<file path="src/rtl/if_fetch_stage_pkg.sv">
// Shared types and constants for the instruction-fetch stage.
// Latency: n/a (types and constants only).
// Backpressure: n/a.
package if_fetch_stage_pkg;

    localparam int XLEN       = 32;
    localparam int FIFO_DEPTH = 2;
    localparam int CNT_W      = $clog2(FIFO_DEPTH + 1);
    localparam int PTR_W      = $clog2(FIFO_DEPTH);

    // addi x0,x0,0: presented whenever there is no real instruction to hand out
    localparam logic [31:0] NOP_INST = 32'h0000_0013;

    typedef enum logic [1:0] {
        IF_IDLE = 2'd0,   // free to issue a request
        IF_WAIT = 2'd1,   // one request outstanding, response wanted
        IF_DROP = 2'd2    // one request outstanding, response is stale
    } if_state_t;

    // Buffered fetch result, laid out {fault, pc, inst}
    typedef struct packed {
        logic            fault;
        logic [XLEN-1:0] pc;
        logic [31:0]     inst;
    } fetch_entry_t;

    // A faulted entry never carries the raw bus word, so decode sees a harmless NOP
    function automatic fetch_entry_t make_entry(input logic fault,
                                                input logic [XLEN-1:0] pc,
                                                input logic [31:0] word);
        fetch_entry_t e;
        e.fault = fault;
        e.pc    = pc;
        e.inst  = fault ? NOP_INST : word;
        return e;
    endfunction

endpackage

</file>
<file path="src/rtl/if_fetch_stage_if.sv">
// Bundle of PC-generator, instruction-memory and decode-side signals of the fetch stage.
// Latency: n/a (wiring only).
// Backpressure: gnt for requests, id_ready_i for the instruction head.
interface if_fetch_stage_if;
    import if_fetch_stage_pkg::*;

    logic            enable_design;
    logic [XLEN-1:0] pc_i;
    logic            pc_valid_i;
    logic            flush_i;
    logic            stage_IF_ready;

    logic            imem_req_o;
    logic [XLEN-1:0] imem_addr_o;
    logic            imem_gnt_i;
    logic            imem_rvalid_i;
    logic [31:0]     imem_rdata_i;
    logic            imem_err_i;

    logic            inst_valid_o;
    logic [31:0]     inst_o;
    logic [XLEN-1:0] inst_pc_o;
    logic            inst_fault_o;
    logic            id_ready_i;

    // Fetch stage side
    modport master (
        input  enable_design, pc_i, pc_valid_i, flush_i,
        input  imem_gnt_i, imem_rvalid_i, imem_rdata_i, imem_err_i,
        input  id_ready_i,
        output stage_IF_ready, imem_req_o, imem_addr_o,
        output inst_valid_o, inst_o, inst_pc_o, inst_fault_o
    );

    // Environment side: PC generator, instruction memory, decode
    modport slave (
        output enable_design, pc_i, pc_valid_i, flush_i,
        output imem_gnt_i, imem_rvalid_i, imem_rdata_i, imem_err_i,
        output id_ready_i,
        input  stage_IF_ready, imem_req_o, imem_addr_o,
        input  inst_valid_o, inst_o, inst_pc_o, inst_fault_o
    );

endinterface

</file>
<file path="src/rtl/if_fetch_stage_inst_fifo.sv">
// 2-entry buffer of fetched instructions with their PC and fault flag, plus flush.
// Latency: push visible at the head the cycle after; head is combinational from state.
// Backpressure: pop only when head valid; producer must hold off pushing when full.
module if_inst_fifo
    import if_fetch_stage_pkg::*;
(
    input  logic             clk_i,
    input  logic             reset_i,
    input  logic             flush_i,
    input  logic             push_vld,
    input  fetch_entry_t     push_dat,
    input  logic             pop_rdy,
    output logic             head_vld,
    output fetch_entry_t     head_dat,
    output logic [CNT_W-1:0] count
);

    fetch_entry_t     mem [FIFO_DEPTH];
    logic [PTR_W-1:0] rd_ptr;
    logic [PTR_W-1:0] wr_ptr;
    logic             pop_eff;
    logic             push_eff;

    assign head_vld = (count != '0);
    assign pop_eff  = pop_rdy & head_vld;
    assign push_eff = push_vld & ~flush_i;

    // Pointer and occupancy tracking; flush wins over any same-cycle push or pop
    always_ff @(posedge clk_i or posedge reset_i) begin
        if (reset_i) begin
            rd_ptr <= '0;
            wr_ptr <= '0;
            count  <= '0;
        end else if (flush_i) begin
            rd_ptr <= '0;
            wr_ptr <= '0;
            count  <= '0;
        end else begin
            if (push_eff)
                wr_ptr <= (wr_ptr == PTR_W'(FIFO_DEPTH - 1)) ? '0 : wr_ptr + 1'b1;
            if (pop_eff)
                rd_ptr <= (rd_ptr == PTR_W'(FIFO_DEPTH - 1)) ? '0 : rd_ptr + 1'b1;
            count <= count + CNT_W'(push_eff) - CNT_W'(pop_eff);
        end
    end

    // Storage needs no reset: nothing is read out while count is zero
    always_ff @(posedge clk_i) begin
        if (push_eff)
            mem[wr_ptr] <= push_dat;
    end

    // Empty head reads as a clean NOP at PC 0 so decode never sees stale data
    always_comb begin
        head_dat = make_entry(1'b0, '0, NOP_INST);
        if (head_vld)
            head_dat = mem[rd_ptr];
    end

    // Single outstanding request plus issue gating on count means a full push is a bug
    assert property (@(posedge clk_i) disable iff (reset_i)
                     !(push_eff && count == CNT_W'(FIFO_DEPTH)));

endmodule

</file>
<file path="src/rtl/if_fetch_stage.sv">
// Fetch stage: turns the current PC into one imem request at a time and buffers results.
// Latency: grant in N, rvalid in N+1 -> head valid in N+2; peak one fetch per 2 cycles.
// Backpressure: no issue while the buffer is full or a request is outstanding.
module if_fetch_stage
    import if_fetch_stage_pkg::*;
(
    input  logic              clk_i,
    input  logic              reset_i,
    if_fetch_stage_if.master  bus
);

    if_state_t        state;
    logic [XLEN-1:0]  req_pc_r;
    logic [CNT_W-1:0] count;
    logic             issue_ok;
    logic             aligned;
    logic             in_idle;
    logic             push_vld;
    fetch_entry_t     push_dat;
    fetch_entry_t     head_dat;
    logic             head_vld;

    // Reset also blocks issue so the request line is low while reset is held
    assign issue_ok = ~reset_i & bus.enable_design & bus.pc_valid_i & ~bus.flush_i
                      & (count < CNT_W'(FIFO_DEPTH));
    assign aligned  = (bus.pc_i[1:0] == 2'b00);
    assign in_idle  = (state == IF_IDLE);

    assign bus.imem_req_o     = in_idle & issue_ok & aligned;
    assign bus.imem_addr_o    = bus.pc_i;
    // A misaligned PC is consumed immediately as a fault, no bus traffic needed
    assign bus.stage_IF_ready = in_idle & issue_ok & (aligned ? bus.imem_gnt_i : 1'b1);

    // Choose what enters the buffer: a misaligned-PC fault or a live memory response
    always_comb begin
        push_vld = 1'b0;
        push_dat = make_entry(1'b0, '0, NOP_INST);
        if (in_idle && issue_ok && !aligned) begin
            push_vld = 1'b1;
            push_dat = make_entry(1'b1, bus.pc_i, NOP_INST);
        end else if (state == IF_WAIT && bus.imem_rvalid_i && !bus.flush_i) begin
            push_vld = 1'b1;
            push_dat = make_entry(bus.imem_err_i, req_pc_r, bus.imem_rdata_i);
        end
    end

    // Request FSM: tracks the single outstanding fetch and whether it has gone stale
    always_ff @(posedge clk_i or posedge reset_i) begin
        if (reset_i) begin
            state    <= IF_IDLE;
            req_pc_r <= '0;
        end else begin
            case (state)
                IF_IDLE: begin
                    if (bus.imem_req_o && bus.imem_gnt_i) begin
                        req_pc_r <= bus.pc_i;
                        state    <= IF_WAIT;
                    end
                end
                IF_WAIT: begin
                    if (bus.imem_rvalid_i)
                        state <= IF_IDLE;
                    else if (bus.flush_i)
                        state <= IF_DROP;
                end
                IF_DROP: begin
                    if (bus.imem_rvalid_i)
                        state <= IF_IDLE;
                end
                default: state <= IF_IDLE;
            endcase
        end
    end

    if_inst_fifo u_fifo (
        .clk_i    (clk_i),
        .reset_i  (reset_i),
        .flush_i  (bus.flush_i),
        .push_vld (push_vld),
        .push_dat (push_dat),
        .pop_rdy  (bus.id_ready_i),
        .head_vld (head_vld),
        .head_dat (head_dat),
        .count    (count)
    );

    assign bus.inst_valid_o = head_vld;
    assign bus.inst_o       = head_dat.inst;
    assign bus.inst_pc_o    = head_dat.pc;
    assign bus.inst_fault_o = head_dat.fault;

endmodule

</file>
<file path="src/flat_wrapper.sv">
// flat-port wrapper written by rule: the top's interface ports become plain ports
module if_fetch_stage_flat import if_fetch_stage_pkg::*;
  (clk_i, reset_i, bus_enable_design, bus_pc_i, bus_pc_valid_i, bus_flush_i, bus_imem_gnt_i, bus_imem_rvalid_i, bus_imem_rdata_i, bus_imem_err_i, bus_id_ready_i, bus_stage_IF_ready, bus_imem_req_o, bus_imem_addr_o, bus_inst_valid_o, bus_inst_o, bus_inst_pc_o, bus_inst_fault_o);
  if_fetch_stage_if bus_i ();
  input  logic clk_i;
  input  logic reset_i;
  input wire logic [$bits(bus_i.enable_design)-1:0] bus_enable_design;
  input wire logic [$bits(bus_i.pc_i)-1:0] bus_pc_i;
  input wire logic [$bits(bus_i.pc_valid_i)-1:0] bus_pc_valid_i;
  input wire logic [$bits(bus_i.flush_i)-1:0] bus_flush_i;
  input wire logic [$bits(bus_i.imem_gnt_i)-1:0] bus_imem_gnt_i;
  input wire logic [$bits(bus_i.imem_rvalid_i)-1:0] bus_imem_rvalid_i;
  input wire logic [$bits(bus_i.imem_rdata_i)-1:0] bus_imem_rdata_i;
  input wire logic [$bits(bus_i.imem_err_i)-1:0] bus_imem_err_i;
  input wire logic [$bits(bus_i.id_ready_i)-1:0] bus_id_ready_i;
  output wire logic [$bits(bus_i.stage_IF_ready)-1:0] bus_stage_IF_ready;
  output wire logic [$bits(bus_i.imem_req_o)-1:0] bus_imem_req_o;
  output wire logic [$bits(bus_i.imem_addr_o)-1:0] bus_imem_addr_o;
  output wire logic [$bits(bus_i.inst_valid_o)-1:0] bus_inst_valid_o;
  output wire logic [$bits(bus_i.inst_o)-1:0] bus_inst_o;
  output wire logic [$bits(bus_i.inst_pc_o)-1:0] bus_inst_pc_o;
  output wire logic [$bits(bus_i.inst_fault_o)-1:0] bus_inst_fault_o;
  assign bus_i.enable_design = bus_enable_design;
  assign bus_i.pc_i = bus_pc_i;
  assign bus_i.pc_valid_i = bus_pc_valid_i;
  assign bus_i.flush_i = bus_flush_i;
  assign bus_i.imem_gnt_i = bus_imem_gnt_i;
  assign bus_i.imem_rvalid_i = bus_imem_rvalid_i;
  assign bus_i.imem_rdata_i = bus_imem_rdata_i;
  assign bus_i.imem_err_i = bus_imem_err_i;
  assign bus_i.id_ready_i = bus_id_ready_i;
  assign bus_stage_IF_ready = bus_i.stage_IF_ready;
  assign bus_imem_req_o = bus_i.imem_req_o;
  assign bus_imem_addr_o = bus_i.imem_addr_o;
  assign bus_inst_valid_o = bus_i.inst_valid_o;
  assign bus_inst_o = bus_i.inst_o;
  assign bus_inst_pc_o = bus_i.inst_pc_o;
  assign bus_inst_fault_o = bus_i.inst_fault_o;
  if_fetch_stage u_core (.clk_i(clk_i), .reset_i(reset_i), .bus(bus_i));
endmodule
</file>
<file path="config.mk">
export PLATFORM = sky130hd
export DESIGN_NAME = if_fetch_stage_flat
export DESIGN_NICKNAME = d
export VERILOG_FILES = /design/src/rtl/if_fetch_stage_pkg.sv /design/src/rtl/if_fetch_stage_if.sv /design/src/rtl/if_fetch_stage_inst_fifo.sv /design/src/rtl/if_fetch_stage.sv /design/src/flat_wrapper.sv
export SDC_FILE = /design/constraint.sdc
export NUM_CORES = 1
export LEC_CHECK = 0
export ABC_CLOCK_PERIOD_IN_PS = 6700
export CAP_MARGIN = 40
export CORE_MARGIN = 2
export CORE_UTILIZATION = 54
export DETAILED_ROUTE_END_ITERATION = 6
export PLACE_DENSITY = 0.86
export SLEW_MARGIN = 20
export SYNTH_ARGS = -nofsm -noshare
export SYNTH_HDL_FRONTEND = slang
export SYNTH_SLANG_ARGS = --single-unit
</file>
<file path="constraint.sdc">
create_clock -name clk_i -period 6.7 [get_ports clk_i]
set_clock_uncertainty 0.15 [all_clocks]
set_input_delay 1.005 -clock clk_i [delete_from_list [all_inputs] [get_ports clk_i]]
set_output_delay 1.005 -clock clk_i [all_outputs]
set_load 0.005 [all_outputs]
</file>
## Word-level counts from Yosys, hierarchy flattened

Memories as Yosys holds them, arrays and structs flattened.
Cells that the tools add are included.

- Eq/ne operators: 5
- Reductions and logical operators: 14
- Add/subtract/negate cells: 4
- $lt $le $gt $ge: 1
- Multiplexer cells: 21
- Bitwise logic cells: 11

Operators with widths:

| operator | number |
|---|---|
| two-way mux 65 bit | 3 |
| two-way mux 32 bit | 1 |
| two-way mux 1 bit | 11 |
| two-way mux 2 bit | 5 |
| AND 1 bit | 9 |
| one-hot mux 2 bit (3 select lines) | 1 |
| nonzero test 2 bit | 3 |
| logical AND 1 bit | 5 |
| zero test 2 bit | 2 |
| != test 2 bit, second input constant | 2 |
| != test 3 bit, second input constant | 1 |
| AND reduction 3 bit | 1 |
| adder 1 bit, second input constant | 2 |
| adder 2 x 1 -> 2 bit | 1 |
| equality test 2 x 1 -> 1 bit, second input constant | 1 |
| equality test 2 bit, second input constant | 1 |
| zero test 1 bit | 2 |
| < comparator 2 bit, second input constant | 1 |
| inverter 1 bit | 2 |
| AND reduction 2 bit | 1 |
| subtractor 2 x 1 -> 2 bit | 1 |

- Bits in registers: 38
- RAM bits: 130
- Output and inout port bits: 100
- Logic and storage cells: 62
- Memories: 1

Memories:

| name | words | bits a word | rd ports | clocked after Yosys merged registers in | wr ports | line | text |
|---|---|---|---|---|---|---|---|
| u_core.u_fifo.mem | 2 | 65 | 1 | 0 | 1 | if_fetch_stage_inst_fifo.sv:18 | `fetch_entry_t mem [FIFO_DEPTH];` |

## Longest topological paths before layout

Gate-level depths: netlist of the first run.

- Depth after elaboration: 12
- Depth in mapped cells: 8
- Mapped depth without buffers: 7

## Cells and area by module

A second synthesis of the first run with hierarchy kept.

- Cell total of the unflattened synthesis: 494
- Area, all modules: 7,479.7 µm²

Modules (own cells, without submodules):

| module | times used | area an instance (µm²) | cells each |
|---|---|---|---|
| if_inst_fifo | 1 | 5,188.7 | 297 |
| if_fetch_stage | 1 | 2,290.9 | 197 |

## Worst setup path after synthesis of the first run

OpenSTA, ideal clock, no wires.

- Path type: input to register
- Start point: in reset_i
- End point: mem u_core.u_fifo.mem[1][0] (netlist bit) (enable)
- Cell stages on the path: 4
- Arrival: 4,393 ps
- Slack: 1,669 ps
- Cells stage by stage: and3b_1 clkbuf_1 a31oi_1 nor2_1

- Cells in the longest elaborated chain, start to end: 11

RTL lines:

| item | line | text |
|---|---|---|
| start, declared | flat_wrapper.sv:6 | `input logic reset_i;` |
| inverter 1 bit | if_fetch_stage.sv:24 | `assign issue_ok = ~reset_i & bus.enable_design & bus.pc_valid_i & ~bus.flush_i` |
| AND 1 bit (3 in a row) | if_fetch_stage.sv:24 |  |
| AND 1 bit | if_fetch_stage.sv:25 | `& (count < CNT_W'(FIFO_DEPTH));` |
| logical AND 1 bit (2 in a row) | if_fetch_stage.sv:38 | `if (in_idle && issue_ok && !aligned) begin` |
| two-way mux 1 bit | if_fetch_stage.sv:38 |  |
| AND 1 bit | if_fetch_stage_inst_fifo.sv:26 | `assign push_eff = push_vld & ~flush_i;` |
| two-way mux 1 bit | if_fetch_stage_inst_fifo.sv:49 | `if (push_eff)` |
| two-way mux 1 bit (not written as such) | if_fetch_stage_inst_fifo.sv:50 | `mem[wr_ptr] <= push_dat;` |
| end, declared | if_fetch_stage_inst_fifo.sv:18 |  |

Every way passes these cells.

## Worst setup path after layout of the first run

- Start point: in bus_flush_i
- End point: out bus_imem_req_o

- Cells in the longest elaborated chain, start to end: 5

RTL lines:

| item | line | text |
|---|---|---|
| start, declared | flat_wrapper.sv:10 | `input wire logic [$bits(bus_i.flush_i)-1:0] bus_flush_i;` |
| inverter 1 bit | if_fetch_stage.sv:24 |  |
| AND 1 bit | if_fetch_stage.sv:24 |  |
| AND 1 bit | if_fetch_stage.sv:25 |  |
| AND 1 bit (2 in a row) | if_fetch_stage.sv:29 | `assign bus.imem_req_o = in_idle & issue_ok & aligned;` |
| end, declared | flat_wrapper.sv:17 | `output wire logic [$bits(bus_i.imem_req_o)-1:0] bus_imem_req_o;` |

Every way passes these cells.

==> impl_results.md, run 1 <==
* R2r setup slk at 3.79 ns
* Cell variety after synth at 33
* Mapped cell area at 0.00733 mm2
* First-pass GRT wire length at 24,400 um
* Syn Area/Cell at between 10 and 15 um2
* Share of layout cells above drive strength 1 at 0.118
* Crit-path max FO at 8
* Final hold slack at 0.351 ns
* Largest buffer count on any clock path at 2
* Initial antenna violation count at 0
* Largest net degree at the start of global routing at 39
* Final-report hold violation count at 0
* Die area at 0.0145 mm2
* Maximum VDD drop at 0.000189 V
* Mapped Cells at between 400 and 500
* Vias at 4,433
* Fin Setup TNS at 0 ns
* Hold Path Cell Cnt at 1
* DRC at 0
* Post-synth net total at roughly 570
* Post-CTS sizing at 0
* Fmax achieved at around 240 MHz
* Antenna viol nets, final at 0
* Post-synthesis register bit count at 168
* Critical-path cell list: clkdlybuf4s50_1 -> nor4_4 -> nand2_1 -> nor2_1 -> clkdlybuf4s50_1
* Max-Cap Viols at 0
* Slowest stage cell on the critical path: clkdlybuf4s50_1
* Fin crit period at about 4.1 ns
* # diodes at 0
* P&R area growth vs syn at 31.9%
* Num CTS Buffers at 17
* Most common cell after layout, fill and taps aside: clkdlybuf4s50_1
* Critical path type: in -> out
* Status: finished, final reports clean
* Crit path largest cell delay at around 0.60 ns
* CTS tree: yes
* Reg2Reg Depth at 4
* Post-CTS setup buffer count at 0
* I/O Pins at 173
* Post-layout nets at 708
* Clock Latency Late Sink at 0.41 ns
* CORE AREA at 0.0132 mm2
* Worst Path Required at between 5 and 6 ns
* Post-synthesis sequential area ratio at 0.662
* Worst Setup End Kind: output port
* Vias in the first global route at 4,703
* Critical path's most frequent cell: clkdlybuf4s50_1
* Power Density at between 300 and 400 mW/mm2
* HPWL after detailed placement at roughly 10,000 um
* Final-report setup violation count at 0
* Initial Util at 0.554
* P_leak at 3.65 nW
* Port-buffer cells at ~170
* Unrepaired setup endpoints after global routing: no
* DRT Pass-1 Iters at 4
* Final wirelength at 15,700 um
* WP data arrival at 2.97 ns
* Placed Instances at 788
* Ys Warns at 0
* Period utilisation layout at 0.616
* Die W at 121 um
* Initial DRC Count at 342
* Worst-Margin Slew at about 0.7 ns
* Tightest Hold Check Type: reg -> reg
* Hold-fix buffers, CTS at 0
* Placer Congestion at just under 0.8
* Clock Sinks at 168
* Wire length per cell at ~19 um
* Die Span Y at between 100 and 150 um
* # rows at 42
* Reg clk slew, reported paths at 0.06 ns
* Final cell count without fillers at 821
* Startpoint Class: primary input
* Slew margin rel. at 0.519
* Slew Limit Fails at 0
* Most frequent cells in the layout: clkdlybuf4s50_1, edfxtp_1, nor2_1
* Overflow after GRT at 0
* GRT Resource Usage Total at 0.221
* DR vias/cell at 5.40
* Clock H-tree levels at 4
* Clock tree root buffer cell: clkbuf_16
[critical path: cells and delay by family]
family / cells / cell delay [ns]
buffers and inverters: 2 / 1.12
and+or+nand+nor: 3 / 0.84
[final timing paths]
check                                   startpoint                       end
worst max-delay path                   bus_flush_i            bus_imem_req_o
worst min-delay path            u_core.req_pc_r[1]        u_core.req_pc_r[1]
worst max register to register     u_core.state[1]  u_core.u_fifo.mem[0][33]
worst min register to register  u_core.req_pc_r[1]        u_core.req_pc_r[1]
max in group asynchronous                  reset_i      u_core.u_fifo.rd_ptr
min in group asynchronous                  reset_i        u_core.req_pc_r[0]
[cell usage after synthesis]
| master | number | share of area |
|---|---|---|
| a21o_1 | 1 | 0.0010 |
| a21oi_1 | 1 | 0.00068 |
| a22o_1 | 30 | 0.036 |
| a31oi_1 | 1 | 0.00085 |
| a32o_1 | 2 | 0.0027 |
| and2_1 | 31 | 0.026 |
| and2b_1 | 1 | 0.0010 |
| and3_2 | 1 | 0.0010 |
| and3b_1 | 1 | 0.0012 |
| buf_2 | 9 | 0.0061 |
| buf_4 | 35 | 0.036 |
| buf_6 | 3 | 0.0046 |
| clkbuf_1 | 14 | 0.0072 |
| dfrtp_1 | 38 | 0.13 |
| edfxtp_1 | 130 | 0.53 |
| ha_1 | 2 | 0.0034 |
| inv_1 | 5 | 0.0026 |
| mux2_2 | 3 | 0.0046 |
| mux2_4 | 27 | 0.055 |
| mux2i_1 | 66 | 0.090 |
| nand2_1 | 5 | 0.0026 |
| nand2b_1 | 4 | 0.0034 |
| nand3b_1 | 1 | 0.0010 |
| nand4_4 | 1 | 0.0029 |
| nor2_1 | 71 | 0.036 |
| nor2b_1 | 1 | 0.00085 |
| nor4_4 | 1 | 0.0029 |
| nor4bb_1 | 1 | 0.0014 |
| o21ai_0 | 1 | 0.00068 |
| o41ai_1 | 1 | 0.0012 |
| or2_2 | 1 | 0.00085 |
| xnor2_1 | 1 | 0.0012 |
| xor2_1 | 2 | 0.0024 |
[metal layers]
layer  track usage  wire, um  up-vias
li1              -         -     2043
met1         0.290      6580     2202
met3        0.0486       868       14
met4        0.0654       192        0
met5             0         0        -
met2         0.372      8010      174
[sequential cells by signal, summed over array words and instances, names as in the netlist]
register	flops
u_core.state	2
u_core.req_pc_r	32
u_core.u_fifo.rd_ptr	1
u_core.u_fifo.count	2
u_core.u_fifo.wr_ptr	1
u_core.u_fifo.mem	130
[cell type report]
class                      instances  area (um2)
tap                              176         220
clock inverter                     7        96.3
inverter                           5        18.8
sequential                       168        4860
multi-input combinational        258        2100
fill                             843        3570
timing repair buffer             183        1900
clock buffer                      24         472
[report_power, final]
group | total [mW] | internal [mW] | switching (mW)
combinational | 0.813 | 0.480 | 0.332
sequential | 1.23 | 1.17 | 0.0662
clock | 0.939 | 0.567 | 0.372
total | 2.98 | 2.21 | 0.770
[per-stage QoR]
stage                      util  cell area [um2]  setup slack, ns  power (mW)
after floorplan               -             7330             1.67        1.62
after global routing      0.731             9670             2.45        3.11
final                     0.731             9670             2.57        2.98
after detailed placement  0.685             9070             2.58        2.05
after global placement    0.677             8960             2.32        2.02
after CTS                 0.728             9640             2.59        2.99
[logic make-up after synthesis]
family                   count (synthesis)  synth area share
adder cells (fa/ha/maj)                  2           0.00341
multiplexers                            96             0.150
AO/OA/AOI/OAI                           37            0.0430
buffers and inverters                   66            0.0563
XOR/XNOR                                 3           0.00358
AND/OR/NAND/NOR                        120            0.0819
flip-flops                             168             0.662
Note: power is estimated with default switching activity, not from simulation.
==> run 2: changes to the inputs <==
Settings changed: ABC_CLOCK_PERIOD_IN_PS 6700 to 3900, CORE_UTILIZATION 54 to 50, PLACE_DENSITY 0.86 to 0.8.
Clock period 6.7 ns to 3.9 ns, I/O delays scaled along.
==> run 2 against run 1 <==
- first-iteration DRC count decreased by 13%
- power increased by 78%
- combinational power increased by 67%
- non-clock buffer count unchanged
- via count decreased by 1.3%
- worst setup slack got worse by 1.9 ns
- clock power increased by 96%
- critical endpoint is now bus_stage_IF_ready
==> impl_results.md, run 2 (synthesized netlist as in run 1, its figures left out) <==
* Status: finished, final reports clean
* Setup ws final at approximately 0.7 ns
* Startpoint Class: primary input
* Vias in the first global route at between 4,000 and 5,000
* Post-CTS setup buffer count at 0
* Seq. cell area at roughly 0.0049 mm2
* Clock H-tree levels at 4
* Final hold slack at 0.360 ns
* Crit-path max FO at 8
* Worst-Margin Slew at 0.681 ns
* Die W at 125 um
* Antenna viol nets, final at 0
* Slew margin rel. at 0.544
* Post-CTS sizing at 0
* P&R area growth vs syn at 32.6%
* Hold-fix buffers, CTS at 0
* DRC at 0
* Wire length per cell at roughly 18 um
* First-pass GRT wire length at 23,400 um
* Most frequent cells in the layout: clkdlybuf4s50_1, edfxtp_1, nor2_1
* Share of layout cells above drive strength 1 at 0.121
* Post-layout nets at 708
* Initial antenna violation count at 0
* Tightest Hold Check Type: reg -> reg
* P_leak at between 3 and 4 nW
* Fin crit period at 3.19 ns
* Post-Route Utilization at 0.674
* I/O Pins at 173
* Largest net degree at the start of global routing at 49
* Initial DRC Count at 296
* Placer Congestion at 0.768
* Slew Limit Fails at 0
* Clock tree root buffer cell: clkbuf_16
* Largest buffer count on any clock path at 2
* DR vias/cell at about 5.3
* Period utilisation layout at 0.818
* Multi-input logic area at 0.00210 mm2
* Biggest register: u_core.u_fifo.mem
* Worst Setup End Kind: output port
* HPWL after detailed placement at roughly 9500 um
* Unrepaired setup endpoints after global routing: no
* Final-report hold violation count at 0
* Vias at between 4,000 and 5,000
* R2r setup slk at 1.48 ns
* Fillers at between 900 and 1,000
* Most common cell after layout, fill and taps aside: clkdlybuf4s50_1
* Reg clk slew, reported paths at 0.06 ns
* Initial Util at 0.509
* Fmax achieved at around 310 MHz
* Max reg flops at 130
* Clock Sinks at 168
* Final-report setup violation count at 0
* Final wirelength at 14,700 um
* # rows at 44
* Power Density at 546 mW/mm2
* Top flop regs: u_core.u_fifo.mem: 130 flops, u_core.req_pc_r: 32 flops
* Worst Path Required at 3.16 ns
* Die Span Y at approximately 130 um
* CTS tree: yes
* GRT Resource Usage Total at 0.190
* CORE AREA at 0.0144 mm2
* Max-Cap Viols at 0
* Maximum VDD drop at 0.000331 V
* Overflow after GRT at 0
* DRT Pass-1 Iters at 4
* Die area at 0.0157 mm2
* Port-buffer cells at 172
* Worst slack, placed at 0.703 ns
* Critical path type: in -> out
* Clock Latency Late Sink at 0.41 ns
* Num CTS Buffers at 17
* # diodes at 0
* WP data arrival at 2.45 ns
## run 2: changes by cell type in the layout (fill, tap and decap cells not counted)
cell,delta
clkbuf_8,-2
clkinvlp_4,-1
buf_8,-1
bufinv_16,+4
clkinv_1,+3
inv_6,+1
buf_4,+2
inv_1,-1
buf_12,+3
clkbuf_1,-3
buf_16,-4
## run 2: layout make-up
cell class	instances	share of cell area
Inverter	5	0.00193
Multi-Input combinational cell	258	0.216
Timing Repair Buffer	183	0.191
Clock inverter	13	0.0232
Clock buffer	19	0.0445
Tap cell	184	0.0237
Sequential cell	168	0.500
## run 2: worst paths after layout
path                                      from                      to  cells past startpoint
setup / recovery                   bus_flush_i      bus_stage_IF_ready                      5
hold / removal             u_core.req_pc_r[29]     u_core.req_pc_r[29]                      1
setup reg to reg               u_core.state[1]  u_core.u_fifo.count[1]                      7
hold reg to reg            u_core.req_pc_r[29]     u_core.req_pc_r[29]                      1
max in group asynchronous              reset_i    u_core.u_fifo.rd_ptr                      3
min in group asynchronous              reset_i     u_core.req_pc_r[13]                      3
## run 2: critical path, stage by stage
cell             delay, ns
clkdlybuf4s50_1       0.60
nor4_4                0.50
nand2_1               0.13
nor2_1                0.13
clkdlybuf4s50_1       0.51
## run 2: where the power goes
| group | total [mW] | internal, mW | switching [mW] | leakage, nW |
|---|---|---|---|---|
| sequential | 2.12 | 2.00 | 0.116 | 1.79 |
| clock | 1.84 | 1.20 | 0.639 | 0.313 |
| combinational | 1.36 | 0.799 | 0.559 | 1.58 |
| total | 5.31 | 4.00 | 1.31 | 3.68 |
## run 2: metrics by stage
step | area [um2] | instances | power [mW] | setup TNS [ns]
3_3_place_gp | 9070 | 798 | 3.50 | 0
5_1_grt | 9720 | 830 | 5.55 | 0
6_report | 9720 | 830 | 5.31 | 0
3_5_place_dp | 9070 | 798 | 3.52 | 0
2_1_floorplan | 7330 | 492 | 2.79 | -91.78
4_1_cts | 9720 | 830 | 5.36 | 0
## run 2: metal layers
metal / track usage / wire length [um]
met1: 0.247 / 6390
met2: 0.313 / 7180
met3: 0.0505 / 917
met4: 0.0634 / 221
met5: 0 / 0
==> run 3: changes to the inputs <==
Settings changed: ABC_CLOCK_PERIOD_IN_PS 3900 to 3340.
Clock period 3.9 ns to 3.34 ns, I/O delays scaled along.
==> run 3 against run 2 <==
- non-clock buffer count up 3
- flip-flop and latch count unchanged
- first-iteration DRC count down 19%
- via count up 0.78%
- register-to-register slack worse by 0.42 ns
- combinational power up 21%
- worst setup slack worse by 0.31 ns
- power up 12%
- sequential power up 17%
- highest routed layer unchanged
- cell count up 0.36%
==> impl_results.md, run 3 (synthesized netlist as in run 1, its figures left out) <==
* P_sw at roughly 1.5 mW
* Final wirelength at 14,900 um
* Fillers at 1,047
* Share of layout cells above drive strength 1 at 0.125
* Largest net degree at the start of global routing at 43
* Tightest Hold Check Type: reg -> reg
* Final hold slack at 0.359 ns
* CORE AREA at 0.0144 mm2
* Hold-fix buffers, CTS at 0
* Worst slack, placed at between 0.3 and 0.4 ns
* Slew Limit Fails at 0
* Post-layout nets at a little over 700
* Final-report setup violation count at 0
* Final cell count without fillers at 833
* Design Area, Final at 0.00966 mm2
* Switching share of power at 0.256
* DRC at 0
* Top flop regs: u_core.u_fifo.mem: 130 flops, u_core.req_pc_r: 32 flops
* Die area at 0.0157 mm2
* Fin crit period at ~2.9 ns
* Antenna viol nets, final at 0
* Startpoint Class: flop
* Fmax achieved at 340 MHz
* Overflow after GRT at 0
* Biggest register: u_core.u_fifo.mem
* Clk pwr share at 0.312
* Sequential power share at 0.414
* Num CTS Buffers at 17
* Crit-path max FO at 29
* Die Span Y at ~130 um
* Initial antenna violation count at 0
* Fin Setup TNS at 0 ns
* P_leak at 3.67 nW
* Initial DRC Count at 241
* Vias at 4,409
* Wire length per cell at 17.9 um
* GRT Resource Usage Total at 0.196
* Placed Instances at 801
* Post-CTS sizing at 0
* Critical path type: reg -> out
* Slew margin rel. at 0.470
* Most common cell after layout, fill and taps aside: clkdlybuf4s50_1
* Clock Latency Late Sink at 0.41 ns
* Initial Util at 0.509
* Clock Sinks at 168
* Logic pwr share at 0.275
* CTS tree: yes
* # diodes at 0
* R2r setup slk at 1.06 ns
* Power Density at 617 mW/mm2
* Worst Path Required at roughly 2.7 ns
* Unrepaired setup endpoints after global routing: no
* # rows at between 40 and 50
* Maximum VDD drop at between 0.0003 and 0.0004 V
* WP data arrival at 2.29 ns
* HPWL after detailed placement at between 9000 and 10,000 um
* Final-report hold violation count at 0
* Clock H-tree levels at 4
* P&R area growth vs syn at 31.7%
* DRT Pass-1 Iters at 5
* Reg clk slew, reported paths at about 0.060 ns
* Placer Congestion at between 0.7 and 0.8
* Worst-Margin Slew at 0.791 ns
* DR vias/cell at between 5 and 6
* Port-buffer cells at 172
* Die W at 125 um
* Max-Cap Viols at 0
* Area of placed instances at 0.00909 mm2
* Status: finished, final reports clean
* Period utilisation layout at 0.881
* Worst Setup End Kind: output port
* I/O Pins at 173
* First-pass GRT wire length at 23,800 um
* Internal at 4.43 mW
* Vias in the first global route at ~4,500
* Post-CTS setup buffer count at 0
* Setup ws final at 0.397 ns
* Largest buffer count on any clock path at 2
* Clock tree root buffer cell: clkbuf_16
* Max reg flops at 130
* Most frequent cells in the layout: clkdlybuf4s50_1, edfxtp_1, nor2_1
run 3: cell count changes in the layout (fill, tap and decap cells not counted), sizes merged:
| cell | delta |
|---|---|
| inv | +2 |
| clkinvlp | -2 |
| buf | +3 |
| clkbuf | +6 |
| bufinv | -5 |
| clkinv | -1 |
run 3: power by group through the flow:
stage | logic (mW) | registers [mW] | clock network [mW]
final | 1.64 | 2.47 | 1.86
after global routing | 1.77 | 2.48 | 1.99
after CTS | 1.66 | 2.47 | 1.89
after detailed placement | 1.65 | 2.51 | 0
after global placement | 1.64 | 2.50 | 0
after floorplan | 0.837 | 2.42 | 0
run 3: layout make-up:
| cell class | count | area [um2] | share of cell area |
|---|---|---|---|
| clock buffer | 25 | 507 | 0.0525 |
| clock inverter | 7 | 62.6 | 0.00648 |
| inverter | 5 | 18.8 | 0.00194 |
| multi-input combinational | 258 | 2100 | 0.218 |
| sequential | 168 | 4860 | 0.503 |
| tap | 184 | 230 | 0.0238 |
| timing repair buffer | 186 | 1880 | 0.194 |
run 3: per-stage QoR:
| stage | power [mW] | util |
|---|---|---|
| after detailed placement | 4.16 | 0.630 |
| after global placement | 4.14 | 0.630 |
| after global routing | 6.24 | 0.670 |
| after CTS | 6.02 | 0.670 |
| after floorplan | 3.25 | - |
| final | 5.96 | 0.670 |
run 3: per-layer routing:
layer / up-vias / track usage / routed length, um
met1: 2176 / 0.268 / 6580
met2: 183 / 0.310 / 7250
met4: 0 / 0.0582 / 131
met3: 11 / 0.0556 / 913
met5: - / 0 / 0
li1: 2039 / - / -
run 3: final timing paths:
path                                 startpoint  cells after the start                      to
setup / recovery           u_core.u_fifo.rd_ptr                      4       bus_inst_pc_o[13]
hold / removal              u_core.req_pc_r[15]                      1     u_core.req_pc_r[15]
setup reg to reg                u_core.state[1]                      6  u_core.u_fifo.count[0]
hold reg to reg             u_core.req_pc_r[15]                      1     u_core.req_pc_r[15]
max in group asynchronous               reset_i                      3    u_core.u_fifo.rd_ptr
min in group asynchronous               reset_i                      2     u_core.req_pc_r[20]
run 3: worst max-delay path: stages (launching register included):
cell and delay (ns):
dfrtp_4 0.78, buf_4 0.29, mux2i_1 0.10, nor2_1 0.16, clkdlybuf4s50_1 0.54
==> patch (flow settings as in run 2) <==
Set the package constant `XLEN` to 64 (it was 32).
--- a/src/rtl/if_fetch_stage_pkg.sv
+++ b/src/rtl/if_fetch_stage_pkg.sv
@@ -5,3 +5,3 @@
 
-    localparam int XLEN       = 32;
+    localparam int XLEN       = 64;
     localparam int FIFO_DEPTH = 2;
Interface: changed (resized bus_imem_addr_o, bus_inst_pc_o and bus_pc_i); port bits go from 173 to 269. The function was not compared with the original's and may differ.
==> patch against run 2 <==
- final area up 55%
- routed wire length up 66%
- largest power group unchanged
- synthesized area up 57%
- sequential cell count up 96
- maximum frequency down 1.4%
- synthesized cell count up 55%
- critical path type unchanged
- setup slack worse by 44 ps
- largest cell class unchanged
- power up 55%
==> patch: results (changes against run 2) <==
Final layout
  – Layout net count: 1,075 (was 708)
  – Final standard cell utilization of the core: 66.4% (was 67.4%)
  – Layout cells sized above 1: 13.1% (was 12.1%)

Run status
  – Run status: complete, no violations (unchanged)

Synth
  – Nets in the synthesized netlist: 871 (was 567)
  – Area contributors post-synth: sky130_fd_sc_hd__edfxtp_1, sky130_fd_sc_hd__dfrtp_1, sky130_fd_sc_hd__mux2i_1 (unchanged)
  – Number of unique standard cell types used by synthesis: 30 (was 33)
  – Synthesized area per cell: 15.1 um^2 (was 14.9 um^2)
  – Synth top cells by count: sky130_fd_sc_hd__edfxtp_1, sky130_fd_sc_hd__nor2_1, sky130_fd_sc_hd__mux2i_1 (unchanged)
  – Proportion of netlist area held by the largest area contributor: 50.6% (was 53.2%)
  – Synth async-reset ratio: 26.5% (was 22.6%)

Place
  – Minimum setup slack after placement: 605 ps (was 703 ps)
  – # placed instances: 1,225 (was 798)
  – Port buffer count: 268 (was 172)
  – Routability Congestion: 0.750 (was 0.768)
  – Detailed placer's ending HPWL: 15,600 um (was 9520 um)

Detailed routing
  – Vias per inst: 5.30 (was 5.27)

Global route
  – Maximum number of pins on one net before global-route repair: 67 (was 49)
  – Global-route usage over all layers: 19.8% (was 19.0%)
  – Number of antenna violations at the first check in global routing: 2 (was 0)
  – Via count of the first global-routing pass: 6,915 (was 4,616)
  – Global-route wire length before repair: 37,800 um (was 23,400 um)

Clock tree
  – Cts bufs inserted: 26 (was 17)
  – Clock insertion delay at the later pin of the skew report: 520 ps (was 410 ps)
  – Maximum root-to-sink buffer count: 3 (was 2)

Power and ir drop
  – Worst voltage drop across the vdd grid: 0.000374 V (was 0.000331 V)
  – Pleak: 5.74 nW (was 3.68 nW)

Setup path
  – CP Data Arrival Time: 2500 ps (was 2450 ps)
-- patch: worst max-delay path, delay by kind of cell --
kind | cells | cell delay, ps
AOI/OAI and AO/OA | 1 | 130
buffers and inverters | 2 | 1080
and+or+nand+nor | 2 | 700
-- patch: final timing paths --
path                            cells after the start                        to  slack, ps                from
worst max-delay path                                5        bus_stage_IF_ready        670         bus_flush_i
worst min-delay path                                1        u_core.req_pc_r[0]        350  u_core.req_pc_r[0]
worst max register to register                      4  u_core.u_fifo.mem[1][75]       1450     u_core.state[1]
worst min register to register                      1        u_core.req_pc_r[0]        350  u_core.req_pc_r[0]
max in group asynchronous                           4       u_core.req_pc_r[41]       2480             reset_i
min in group asynchronous                           2           u_core.state[0]        370             reset_i
-- patch: layout make-up --
cell class / count / share of cell area [%]
clock inverter: 14 / 1.46
inverter: 4 / 0.108
sequential: 264 / 50.4
clock buffer: 34 / 4.87
tap: 285 / 2.37
timing repair buffer: 285 / 19.2
multi-input combinational: 387 / 21.6
-- patch: metal layers --
metal | up-vias | GRT usage, % | part of all wire [%]
met2 | 219 | 34.5 | 50
li1 | 3158 | - | -
met5 | - | 0 | 0.070
met1 | 3324 | 25.9 | 42
met4 | 4 | 5.72 | 2.7
met3 | 48 | 3.28 | 5.3
-- patch: through the flow --
step	setup TNS, ps	power [mW]
detailed placement	0	5.56
global placement	0	5.53
CTS	0	8.29
finish	0	8.21
global route	0	8.56
floorplan	-69430	4.37
-- patch: power by group through the flow --
stage / combinational, mW / clock (mW) / sequential [mW]
finish: 2.22 / 2.73 / 3.25
global route: 2.39 / 2.90 / 3.27
CTS: 2.26 / 2.78 / 3.25
detailed placement: 2.25 / 0 / 3.31
global placement: 2.23 / 0 / 3.30
floorplan: 1.11 / 0 / 3.27
-- patch: cells by family (layout without fill, tap and decap cells) --
logic type | Yosys count | in the layout | share of synthesized area (%)
simple gates | 152 | 152 | 6.14
fa+ha+maj | 2 | 2 | 0.217
xor+xnor | 3 | 3 | 0.228
compound gates | 69 | 69 | 5.14
mux | 161 | 161 | 16.2
flops | 264 | 264 | 65.8
buf+inv | 113 | 337 | 6.32
